**src/rtl/execute_stage_pkg.sv**
```systemverilog
// Shared rv32 execute-stage types: op classes, ALU ops, funct3 codes, FSM states, MicroCode.
package execute_stage_pkg;

  localparam int unsigned XLEN          = 32;
  localparam int unsigned REG_ADDR_BITS = 5;

  typedef enum logic [2:0] {
    OP_ALU, OP_LUI, OP_AUIPC, OP_JAL, OP_JALR, OP_BRANCH, OP_LOAD, OP_STORE
  } op_class_e;

  typedef enum logic [3:0] {
    ALU_ADD, ALU_SUB, ALU_SLL, ALU_SLT, ALU_SLTU,
    ALU_XOR, ALU_SRL, ALU_SRA, ALU_OR, ALU_AND
  } alu_op_e;

  localparam logic [2:0] F3_BEQ  = 3'b000;
  localparam logic [2:0] F3_BNE  = 3'b001;
  localparam logic [2:0] F3_BLT  = 3'b100;
  localparam logic [2:0] F3_BGE  = 3'b101;
  localparam logic [2:0] F3_BLTU = 3'b110;
  localparam logic [2:0] F3_BGEU = 3'b111;

  localparam logic [2:0] F3_LB   = 3'b000;
  localparam logic [2:0] F3_LH   = 3'b001;
  localparam logic [2:0] F3_LW   = 3'b010;
  localparam logic [2:0] F3_LBU  = 3'b100;
  localparam logic [2:0] F3_LHU  = 3'b101;

  localparam logic [2:0] F3_SB   = 3'b000;
  localparam logic [2:0] F3_SH   = 3'b001;
  localparam logic [2:0] F3_SW   = 3'b010;

  typedef enum logic [1:0] {ST_IDLE, ST_REQ, ST_WAIT} mem_state_e;

  // imm_sel marks I-type ALU forms, where operand 2 is the immediate.
  typedef struct packed {
    op_class_e                op_class;
    alu_op_e                  alu_op;
    logic [2:0]               funct3;
    logic                     imm_sel;
    logic [XLEN-1:0]          imm;
    logic [XLEN-1:0]          pc;
    logic [REG_ADDR_BITS-1:0] rd_addr;
    logic                     rd_we;
    logic                     pred_taken;
    logic [XLEN-1:0]          pred_target;
  } micro_code_t;

endpackage

```
**src/rtl/execute_stage_if.sv**
```systemverilog
// Data-memory valid/grant port between the execute stage and the memory.
interface execute_stage_if #(
  parameter int unsigned DMEM_ADDR_BITS = 32
);
  logic                      dmem_req;
  logic                      dmem_we;
  logic [DMEM_ADDR_BITS-1:0] dmem_addr;
  logic [3:0]                dmem_be;
  logic [31:0]               dmem_wdata;
  logic                      dmem_gnt;
  logic                      dmem_rvalid;
  logic [31:0]               dmem_rdata;

  modport master (
    output dmem_req, dmem_we, dmem_addr, dmem_be, dmem_wdata,
    input  dmem_gnt, dmem_rvalid, dmem_rdata
  );

  modport slave (
    input  dmem_req, dmem_we, dmem_addr, dmem_be, dmem_wdata,
    output dmem_gnt, dmem_rvalid, dmem_rdata
  );
endinterface

```
**src/rtl/execute_stage_alu_unit.sv**
```systemverilog
// Combinational ALU and branch comparator.
module alu_unit
  import execute_stage_pkg::*;
(
  input  alu_op_e         alu_op,
  input  logic [XLEN-1:0] a,
  input  logic [XLEN-1:0] b,
  output logic [XLEN-1:0] result,
  input  logic [2:0]      funct3,
  input  logic [XLEN-1:0] cmp_a,
  input  logic [XLEN-1:0] cmp_b,
  output logic            taken
);
  logic [4:0] shamt;
  assign shamt = b[4:0];

  // ALU result select; arithmetic wraps mod 2^32
  always_comb begin
    result = '0;
    case (alu_op)
      ALU_ADD:  result = a + b;
      ALU_SUB:  result = a - b;
      ALU_SLL:  result = a << shamt;
      ALU_SLT:  result = {{(XLEN-1){1'b0}}, ($signed(a) < $signed(b))};
      ALU_SLTU: result = {{(XLEN-1){1'b0}}, (a < b)};
      ALU_XOR:  result = a ^ b;
      ALU_SRL:  result = a >> shamt;
      ALU_SRA:  result = $unsigned($signed(a) >>> shamt);
      ALU_OR:   result = a | b;
      ALU_AND:  result = a & b;
      default:  result = '0;
    endcase
  end

  // Branch condition from funct3
  always_comb begin
    taken = 1'b0;
    case (funct3)
      F3_BEQ:  taken = (cmp_a == cmp_b);
      F3_BNE:  taken = (cmp_a != cmp_b);
      F3_BLT:  taken = ($signed(cmp_a) <  $signed(cmp_b));
      F3_BGE:  taken = ($signed(cmp_a) >= $signed(cmp_b));
      F3_BLTU: taken = (cmp_a <  cmp_b);
      F3_BGEU: taken = (cmp_a >= cmp_b);
      default: taken = 1'b0;
    endcase
  end
endmodule

```
**src/rtl/execute_stage.sv**
```systemverilog
// rv32i execute/memory/writeback stage: ALU, branch resolution, load/store FSM.
module execute_stage
  import execute_stage_pkg::*;
#(
  parameter int unsigned DMEM_ADDR_BITS = 32
) (
  input  logic                     clk,
  input  logic                     rst_n,
  input  logic                     exe_en,
  input  micro_code_t              exe_microcode,
  input  logic [XLEN-1:0]          rs1_data,
  input  logic [XLEN-1:0]          rs2_data,
  output logic                     exe_busy,
  output logic                     rd_en,
  output logic [REG_ADDR_BITS-1:0] rd_addr,
  output logic [XLEN-1:0]          rd_data,
  output logic                     pred_miss,
  output logic [XLEN-1:0]          redirect_pc,
  execute_stage_if.master          dmem
);
  mem_state_e               state;
  logic [1:0]               ea_lo_q;
  logic [2:0]               funct3_q;
  logic                     is_store_q;
  logic [REG_ADDR_BITS-1:0] ld_rd_q;
  logic                     ld_we_q;

  logic            accept, is_mem, is_store, wb_en;
  logic [XLEN-1:0] op2, alu_result, ea, pc_plus4, target, wb_value;
  logic [XLEN-1:0] actual_next, predicted_next;
  logic            br_taken, taken, miss;
  logic [XLEN-1:0] mem_addr, st_wdata, ld_value;
  logic [3:0]      st_be;
  logic [7:0]      ld_b;
  logic [15:0]     ld_h;

  assign is_store = (exe_microcode.op_class == OP_STORE);
  assign is_mem   = (exe_microcode.op_class == OP_LOAD) | is_store;
  assign accept   = exe_en & (state == ST_IDLE) & ~pred_miss;
  assign exe_busy = (state != ST_IDLE) | (accept & is_mem);

  assign op2      = exe_microcode.imm_sel ? exe_microcode.imm : rs2_data;
  assign ea       = rs1_data + exe_microcode.imm;
  assign pc_plus4 = exe_microcode.pc + 32'd4;
  assign wb_en    = exe_microcode.rd_we & (exe_microcode.rd_addr != '0)
                  & (exe_microcode.op_class != OP_BRANCH);

  alu_unit u_alu (
    .alu_op (exe_microcode.alu_op),
    .a      (rs1_data),
    .b      (op2),
    .result (alu_result),
    .funct3 (exe_microcode.funct3),
    .cmp_a  (rs1_data),
    .cmp_b  (rs2_data),
    .taken  (br_taken)
  );

  // Writeback value and control-flow target per op class
  always_comb begin
    wb_value = alu_result;
    taken    = 1'b0;
    target   = exe_microcode.pc + exe_microcode.imm;
    case (exe_microcode.op_class)
      OP_LUI:    wb_value = exe_microcode.imm;
      OP_AUIPC:  wb_value = exe_microcode.pc + exe_microcode.imm;
      OP_JAL:    begin wb_value = pc_plus4; taken = 1'b1; end
      OP_JALR:   begin wb_value = pc_plus4; taken = 1'b1; target = ea & ~32'd1; end
      OP_BRANCH: taken = br_taken;
      default:   wb_value = alu_result;
    endcase
  end

  assign actual_next    = taken ? target : pc_plus4;
  assign predicted_next = exe_microcode.pred_taken ? exe_microcode.pred_target : pc_plus4;
  assign miss           = (actual_next != predicted_next);

  // Store lanes and size-aligned address from the effective address
  always_comb begin
    mem_addr = {ea[XLEN-1:2], 2'b00};
    st_be    = 4'b1111;
    st_wdata = rs2_data;
    case (exe_microcode.funct3[1:0])
      2'b00: begin
        mem_addr = ea;
        st_be    = 4'b0001 << ea[1:0];
        st_wdata = rs2_data << {ea[1:0], 3'b000};
      end
      2'b01: begin
        mem_addr = {ea[XLEN-1:1], 1'b0};
        st_be    = 4'b0011 << {ea[1], 1'b0};
        st_wdata = rs2_data << {ea[1], 4'b0000};
      end
      default: begin
        mem_addr = {ea[XLEN-1:2], 2'b00};
        st_be    = 4'b1111;
        st_wdata = rs2_data;
      end
    endcase
  end

  // Load lane extraction and extension
  assign ld_b = 8'(dmem.dmem_rdata >> {ea_lo_q, 3'b000});
  assign ld_h = 16'(dmem.dmem_rdata >> {ea_lo_q[1], 4'b0000});
  always_comb begin
    ld_value = dmem.dmem_rdata;
    case (funct3_q)
      F3_LB:   ld_value = {{24{ld_b[7]}}, ld_b};
      F3_LH:   ld_value = {{16{ld_h[15]}}, ld_h};
      F3_LBU:  ld_value = {24'd0, ld_b};
      F3_LHU:  ld_value = {16'd0, ld_h};
      default: ld_value = dmem.dmem_rdata;
    endcase
  end

  // Memory FSM plus registered writeback and redirect outputs
  always_ff @(posedge clk) begin
    if (!rst_n) begin
      state           <= ST_IDLE;
      ea_lo_q         <= '0;
      funct3_q        <= '0;
      is_store_q      <= 1'b0;
      ld_rd_q         <= '0;
      ld_we_q         <= 1'b0;
      rd_en           <= 1'b0;
      rd_addr         <= '0;
      rd_data         <= '0;
      pred_miss       <= 1'b0;
      redirect_pc     <= '0;
      dmem.dmem_req   <= 1'b0;
      dmem.dmem_we    <= 1'b0;
      dmem.dmem_addr  <= '0;
      dmem.dmem_be    <= '0;
      dmem.dmem_wdata <= '0;
    end else begin
      rd_en     <= 1'b0;
      pred_miss <= 1'b0;
      case (state)
        ST_IDLE: begin
          if (accept && is_mem) begin
            state           <= ST_REQ;
            ea_lo_q         <= ea[1:0];
            funct3_q        <= exe_microcode.funct3;
            is_store_q      <= is_store;
            ld_rd_q         <= exe_microcode.rd_addr;
            ld_we_q         <= wb_en & ~is_store;
            dmem.dmem_req   <= 1'b1;
            dmem.dmem_we    <= is_store;
            dmem.dmem_addr  <= DMEM_ADDR_BITS'(mem_addr);
            dmem.dmem_be    <= st_be;
            dmem.dmem_wdata <= st_wdata;
          end else if (accept) begin
            rd_en   <= wb_en;
            rd_addr <= exe_microcode.rd_addr;
            rd_data <= wb_value;
            if (miss) begin
              pred_miss   <= 1'b1;
              redirect_pc <= actual_next;
            end
          end
        end
        ST_REQ: begin
          if (dmem.dmem_gnt) begin
            dmem.dmem_req <= 1'b0;
            dmem.dmem_we  <= 1'b0;
            state         <= is_store_q ? ST_IDLE : ST_WAIT;
          end
        end
        ST_WAIT: begin
          if (dmem.dmem_rvalid) begin
            rd_en   <= ld_we_q;
            rd_addr <= ld_rd_q;
            rd_data <= ld_value;
            state   <= ST_IDLE;
          end
        end
        default: state <= ST_IDLE;
      endcase
    end
  end
endmodule

```
**src/flat_wrapper.sv**
```systemverilog
// flat-port wrapper written by rule: the top's interface ports become plain ports
module execute_stage_flat import execute_stage_pkg::*;
#(
  parameter int unsigned DMEM_ADDR_BITS = 32
)
  (clk, rst_n, exe_en, exe_microcode, rs1_data, rs2_data, exe_busy, rd_en, rd_addr, rd_data, pred_miss, redirect_pc, dmem_dmem_req, dmem_dmem_we, dmem_dmem_addr, dmem_dmem_be, dmem_dmem_wdata, dmem_dmem_gnt, dmem_dmem_rvalid, dmem_dmem_rdata);
  execute_stage_if #(.DMEM_ADDR_BITS(DMEM_ADDR_BITS)) dmem_i ();
  input  logic clk;
  input  logic rst_n;
  input  logic exe_en;
  input  micro_code_t exe_microcode;
  input  logic [XLEN-1:0] rs1_data;
  input  logic [XLEN-1:0] rs2_data;
  output logic exe_busy;
  output logic rd_en;
  output logic [REG_ADDR_BITS-1:0] rd_addr;
  output logic [XLEN-1:0] rd_data;
  output logic pred_miss;
  output logic [XLEN-1:0] redirect_pc;
  output wire logic [$bits(dmem_i.dmem_req)-1:0] dmem_dmem_req;
  output wire logic [$bits(dmem_i.dmem_we)-1:0] dmem_dmem_we;
  output wire logic [$bits(dmem_i.dmem_addr)-1:0] dmem_dmem_addr;
  output wire logic [$bits(dmem_i.dmem_be)-1:0] dmem_dmem_be;
  output wire logic [$bits(dmem_i.dmem_wdata)-1:0] dmem_dmem_wdata;
  input wire logic [$bits(dmem_i.dmem_gnt)-1:0] dmem_dmem_gnt;
  input wire logic [$bits(dmem_i.dmem_rvalid)-1:0] dmem_dmem_rvalid;
  input wire logic [$bits(dmem_i.dmem_rdata)-1:0] dmem_dmem_rdata;
  assign dmem_dmem_req = dmem_i.dmem_req;
  assign dmem_dmem_we = dmem_i.dmem_we;
  assign dmem_dmem_addr = dmem_i.dmem_addr;
  assign dmem_dmem_be = dmem_i.dmem_be;
  assign dmem_dmem_wdata = dmem_i.dmem_wdata;
  assign dmem_i.dmem_gnt = dmem_dmem_gnt;
  assign dmem_i.dmem_rvalid = dmem_dmem_rvalid;
  assign dmem_i.dmem_rdata = dmem_dmem_rdata;
  execute_stage #(.DMEM_ADDR_BITS(DMEM_ADDR_BITS)) u_core (.clk(clk), .rst_n(rst_n), .exe_en(exe_en), .exe_microcode(exe_microcode), .rs1_data(rs1_data), .rs2_data(rs2_data), .exe_busy(exe_busy), .rd_en(rd_en), .rd_addr(rd_addr), .rd_data(rd_data), .pred_miss(pred_miss), .redirect_pc(redirect_pc), .dmem(dmem_i));
endmodule
```
**config.mk**
```make
export PLATFORM = sky130hd
export DESIGN_NAME = execute_stage_flat
export DESIGN_NICKNAME = d
export VERILOG_FILES = /design/src/rtl/execute_stage_pkg.sv /design/src/rtl/execute_stage_if.sv /design/src/rtl/execute_stage_alu_unit.sv /design/src/rtl/execute_stage.sv /design/src/flat_wrapper.sv
export SDC_FILE = /design/constraint.sdc
export NUM_CORES = 1
export LEC_CHECK = 0
export ABC_AREA = 1
export ABC_CLOCK_PERIOD_IN_PS = 7000
export CAP_MARGIN = 10
export CORE_UTILIZATION = 30
export CTS_BUF_LIST = sky130_fd_sc_hd__clkbuf_8
export CTS_CLUSTER_SIZE = 25
export DETAILED_ROUTE_END_ITERATION = 10
export PLACE_DENSITY_LB_ADDON = 0.2
export SYNTH_ARGS = -nofsm -noshare
export SYNTH_HDL_FRONTEND = slang
export SYNTH_SLANG_ARGS = --single-unit
```
**constraint.sdc**
```tcl
create_clock -name clk -period 7 [get_ports clk]
set_clock_uncertainty 0.15 [all_clocks]
set_input_delay 1.75 -clock clk [delete_from_list [all_inputs] [get_ports clk]]
set_output_delay 1.75 -clock clk [all_outputs]
set_load 0.01 [all_outputs]
```
==> impl_results.md <==
* Outcome: finished, final reports clean
* Detailed-routing wirelength on met1 at 61800 µm
* I/O pin total at 357
* Number of synthesized register bits at 155
* Overall Power at 4.19 mW
* Gr usage total at 35.9%
* Final setup violation count at 0
* Dominant synthesized flop cell: dfxtp_1
* Clock-pin slew on the worst setup and hold paths at 0.10 ns
* Multi-input combinational cell area at 0.0174 mm²
* Transition at the pin with the smallest max-transition slack at 1.16 ns
* Average cell area after synthesis at 5.65 µm²
* CP dominant cell by count: nand2_1
* Post-synthesis net count at 4489
* Placed cell area at 0.0283 mm²
* Period minus WS final at 6.21 ns
* Yosys top cell by area: nand2_1
* Layout-stage area growth over the synthesis result at 24.6%
* Fraction of synthesized area in multiplexers at 0.565%
* Clock share of power at 18.0%
* Simple logic cell fraction of the synthesized area at 34.4%
* Pin count of the biggest net entering global routing at 85
* Slowest cell on crit path: clkdlybuf4s50_1
* Setup tns final at 0 ns
* Number of iterations in the first detailed-routing pass at 8
* Top cell types by occurrence after synthesis: nand2_1, o21ai_0, inv_1, nor2_1, a21oi_1
* Number of sinks handled by clock tree synthesis at 155
* Largest stage delay on the critical path at 0.82 ns
* Number of buffers between clock root and the deepest sink at 2
* Portion of synthesized cell area occupied by the leading cell type at 17.5%
* Fmax at 161 MHz
* Sequential share of power at 23.7%
* Finished Cell Area at 0.0287 mm²
* Net Switching at 2.18 mW
* Routed length on met3 at 16300 µm
* Hold_ws at 0.321 ns
* Proportion of synthesized flip-flops having asynchronous set or reset at 0%
* Arrival time of data at the critical path endpoint at 6.52 ns
* Min-delay worst type: reg2reg
* Peak supply drop at 119 µV
* Count of flip-flops with a built-in enable after synthesis at 0
* Worst setup slack before clock tree synthesis at 0.418 ns
* Clock tree from TritonCTS: done
* Number of max-cap violations at 0
* Main combinational cell family by area after synthesis: simple AND/OR/NAND/NOR gates
* Main area contributors after synthesis: nand2_1, dfxtp_1, ha_1
* Library cells used by synthesis at 60
* Int Power at 2.01 mW
* Initial drt markers at 3955
* TritonCTS buffer count at 17
* Worst endpoint required time at 7.32 ns
* Critical Path Sink Type: flip-flop
* Worst setup path start: rs1_data[1]
* Net switching fraction of the power at 52.0%
* Storage cell area at 0.00310 mm²
* Area of the core at 0.0759 mm²
* DRC viols at 0
* Endpoint of the lowest-slack register-to-register path: u_core.dmem.dmem_wdata[1]
* Worst Setup EP: u_core.redirect_pc[6]
* RSZ-0062 raised after global routing: false
* Compound-gate portion of the synthesized area at 27.3%
* Number of port buffers at 356
* Global placement routability congestion at 1.07
* Dominant cell by count in the synthesized netlist: nand2_1
* Resized Gates After CTS at 0
* Class of the most critical setup path: in2reg
* Total via count after detailed routing at 31000
* H-tree level count at 4
* Number of antenna violations at the first check in global routing at 20
* Buffers plus inverters on the worst setup path at 2
* Routed Wire Length at 144000 µm
* Fraction of final layout cells with drive strength greater than 1 at 6.16%
* Slack of the worst reg-to-reg path at 3.27 ns
* Post-route clock period utilization at 88.7%
* Crit start category: primary input
* Post-Synth XOR/XNOR Area at 2.24%
* Number of post-CTS setup repair buffers at 0
* Cell count along the critical path at 27
* Hold Fails Final Rpt at 0
* Drt wl/cell at 26.5 µm
* Warnings, synthesis at 0
* Initial Util at 30.3%
* Leakage power summed over all cells at 13.0 nW
* FF-to-FF path depth at 12
* Comb pwr share at 58.3%
* Leftover overflow at the end of global routing at 0
* Kind of cell with the highest combined delay on the critical path: simple AND/OR/NAND/NOR gates
* Max-slew violations at 0
* PwrDens at 146 mW/mm²
* Count of nets left with antenna violations after detail routing at 0
* Portion of the post-synthesis area used by sequential elements at 13.5%
* Via count of the first global-routing pass at 29000
* Clock insertion delay at the later pin of the skew report at 0.57 ns
* Clock root buffer master: clkbuf_8
* Start of the worst register-to-register path: u_core.state[1]
* Adder-Cell Fraction of Synth Area at 10.8%
* Top layer reached by signal wires: met5
* Half-perimeter wire length after detailed placement at 120000 µm
* Number of rows in the core area at 101
* Combined area of all synthesized cells at 0.0230 mm²
* Fin nets at 4817
* Die Area at 0.0779 mm²
* CTS Hold Bufs at 0
* Total of fill cells in the finished design at 8541
* Top fanout value on the critical path at 16
* Wire length of the first global-routing pass at 204000 µm
* Floorplan die height at 279 µm
* Horizontal die dimension at 279 µm
* Cells after Synth at 4078
* Routed via count divided by cell count at 5.69
* Worst slew slack as a fraction of its limit at 22.0%
* Routed wire length on met2 at 60100 µm
* Worst-case setup margin in the final layout at 0.794 ns
-- logic make-up (layout without fill, tap and decap cells) --
logic type,after synthesis,count (layout)
simple gates,1892,1892
compound gates,1093,1093
buf+inv,671,1012
fa+ha+maj,196,196
flops,155,155
xor+xnor,58,58
mux,13,13
other cells,0,3
-- cells in the final DEF (no fill, tap or decap), types with 8 or more instances in the layout --
| cell | count |
|---|---|
| nor2_1 | 337 |
| mux2i_1 | 13 |
| clkdlybuf4s50_1 | 355 |
| a221oi_1 | 11 |
| o21bai_1 | 15 |
| clkbuf_8 | 18 |
| a32o_1 | 20 |
| ha_1 | 192 |
| nor4_1 | 13 |
| xor2_1 | 40 |
| o31ai_1 | 8 |
| nand3_1 | 275 |
| inv_2 | 10 |
| o22ai_1 | 40 |
| a21oi_1 | 310 |
| a21o_1 | 10 |
| a211oi_1 | 17 |
| or2_2 | 59 |
| nand4_1 | 38 |
| nor3_1 | 54 |
| a31oi_1 | 38 |
| nand3b_1 | 18 |
| o211ai_1 | 33 |
| xnor2_1 | 17 |
| o221ai_1 | 16 |
| o21ai_0 | 471 |
| o21a_1 | 14 |
| buf_4 | 132 |
| clkinv_1 | 8 |
| nand2_1 | 1072 |
| o2111ai_1 | 24 |
| dfxtp_1 | 155 |
| o21ai_1 | 12 |
| inv_1 | 469 |
| a22o_1 | 9 |
| a2111oi_0 | 14 |
-- state kept, by name (all words and copies together), names as in the netlist --
signal,flops
u_core.state,2
u_core.dmem.dmem_req,1
u_core.rd_en,1
u_core.ld_rd_q,5
u_core.ld_we_q,1
u_core.funct3_q,3
u_core.dmem.dmem_be,4
u_core.pred_miss,1
u_core.ea_lo_q,2
u_core.dmem.dmem_addr,32
u_core.dmem.dmem_we,1
u_core.redirect_pc,32
u_core.dmem.dmem_wdata,32
u_core.rd_data,32
u_core.is_store_q,1
u_core.rd_addr,5
-- power groups by stage --
stage               clock (mW)  combinational, mW  sequential (mW)
floorplan                    0               1.25             1.02
global placement             0               2.37             1.01
detailed placement           0               2.35             1.01
CTS                      0.763               2.36            0.990
global route             0.799               2.61            0.996
finish                   0.754               2.44            0.991
-- routing by layer --
layer / global-route usage (%) / vias up
li1: - / 14400
met1: 49.4 / 14500
met2: 53.6 / 1869
met3: 8.59 / 296
met4: 13.9 / 12
met5: 0 / -
-- how the worst min path moves through the flow --
stage / startpoint / to / slack, ns / cells after the start
2_1_floorplan: u_core.ld_rd_q[0] / u_core.ld_rd_q[0] / 0.28 / 2
3_3_place_gp: u_core.dmem.dmem_addr[5] / u_core.dmem.dmem_addr[5] / 0.29 / 2
3_5_place_dp: u_core.dmem.dmem_wdata[31] / u_core.dmem.dmem_wdata[31] / 0.30 / 2
4_1_cts: u_core.dmem.dmem_addr[7] / u_core.dmem.dmem_addr[7] / 0.32 / 2
5_1_grt: u_core.dmem.dmem_addr[24] / u_core.dmem.dmem_addr[24] / 0.35 / 2
6_report: u_core.dmem.dmem_addr[12] / u_core.dmem.dmem_addr[12] / 0.32 / 2
-- stage by stage --
stage | std cells | utilization [%]
3_5_place_dp | 5417 | 37.3
2_1_floorplan | 4078 | -
3_3_place_gp | 5417 | 37.3
6_report | 5452 | 37.8
5_1_grt | 5451 | 37.8
4_1_cts | 5449 | 37.8
-- final cells by class --
cell class / count / share of cell area, %
antenna: 3 / 0.0262
clock buffer: 18 / 0.863
clock inverter: 14 / 0.523
inverter: 487 / 6.37
multi-input combinational: 3252 / 60.7
sequential: 155 / 10.8
tap: 1030 / 4.49
timing repair buffer: 493 / 16.2
-- worst reg2reg max path, delay by kind of cell, from the launching register on --
kind	cells	cell delay (ns)
AO/OA/AOI/OAI	1	0.51
buffers and inverters	6	1.72
flip-flops	1	0.35
AND/OR/NAND/NOR	5	0.79
No activity file was read; power rests on OpenSTA's default activity.
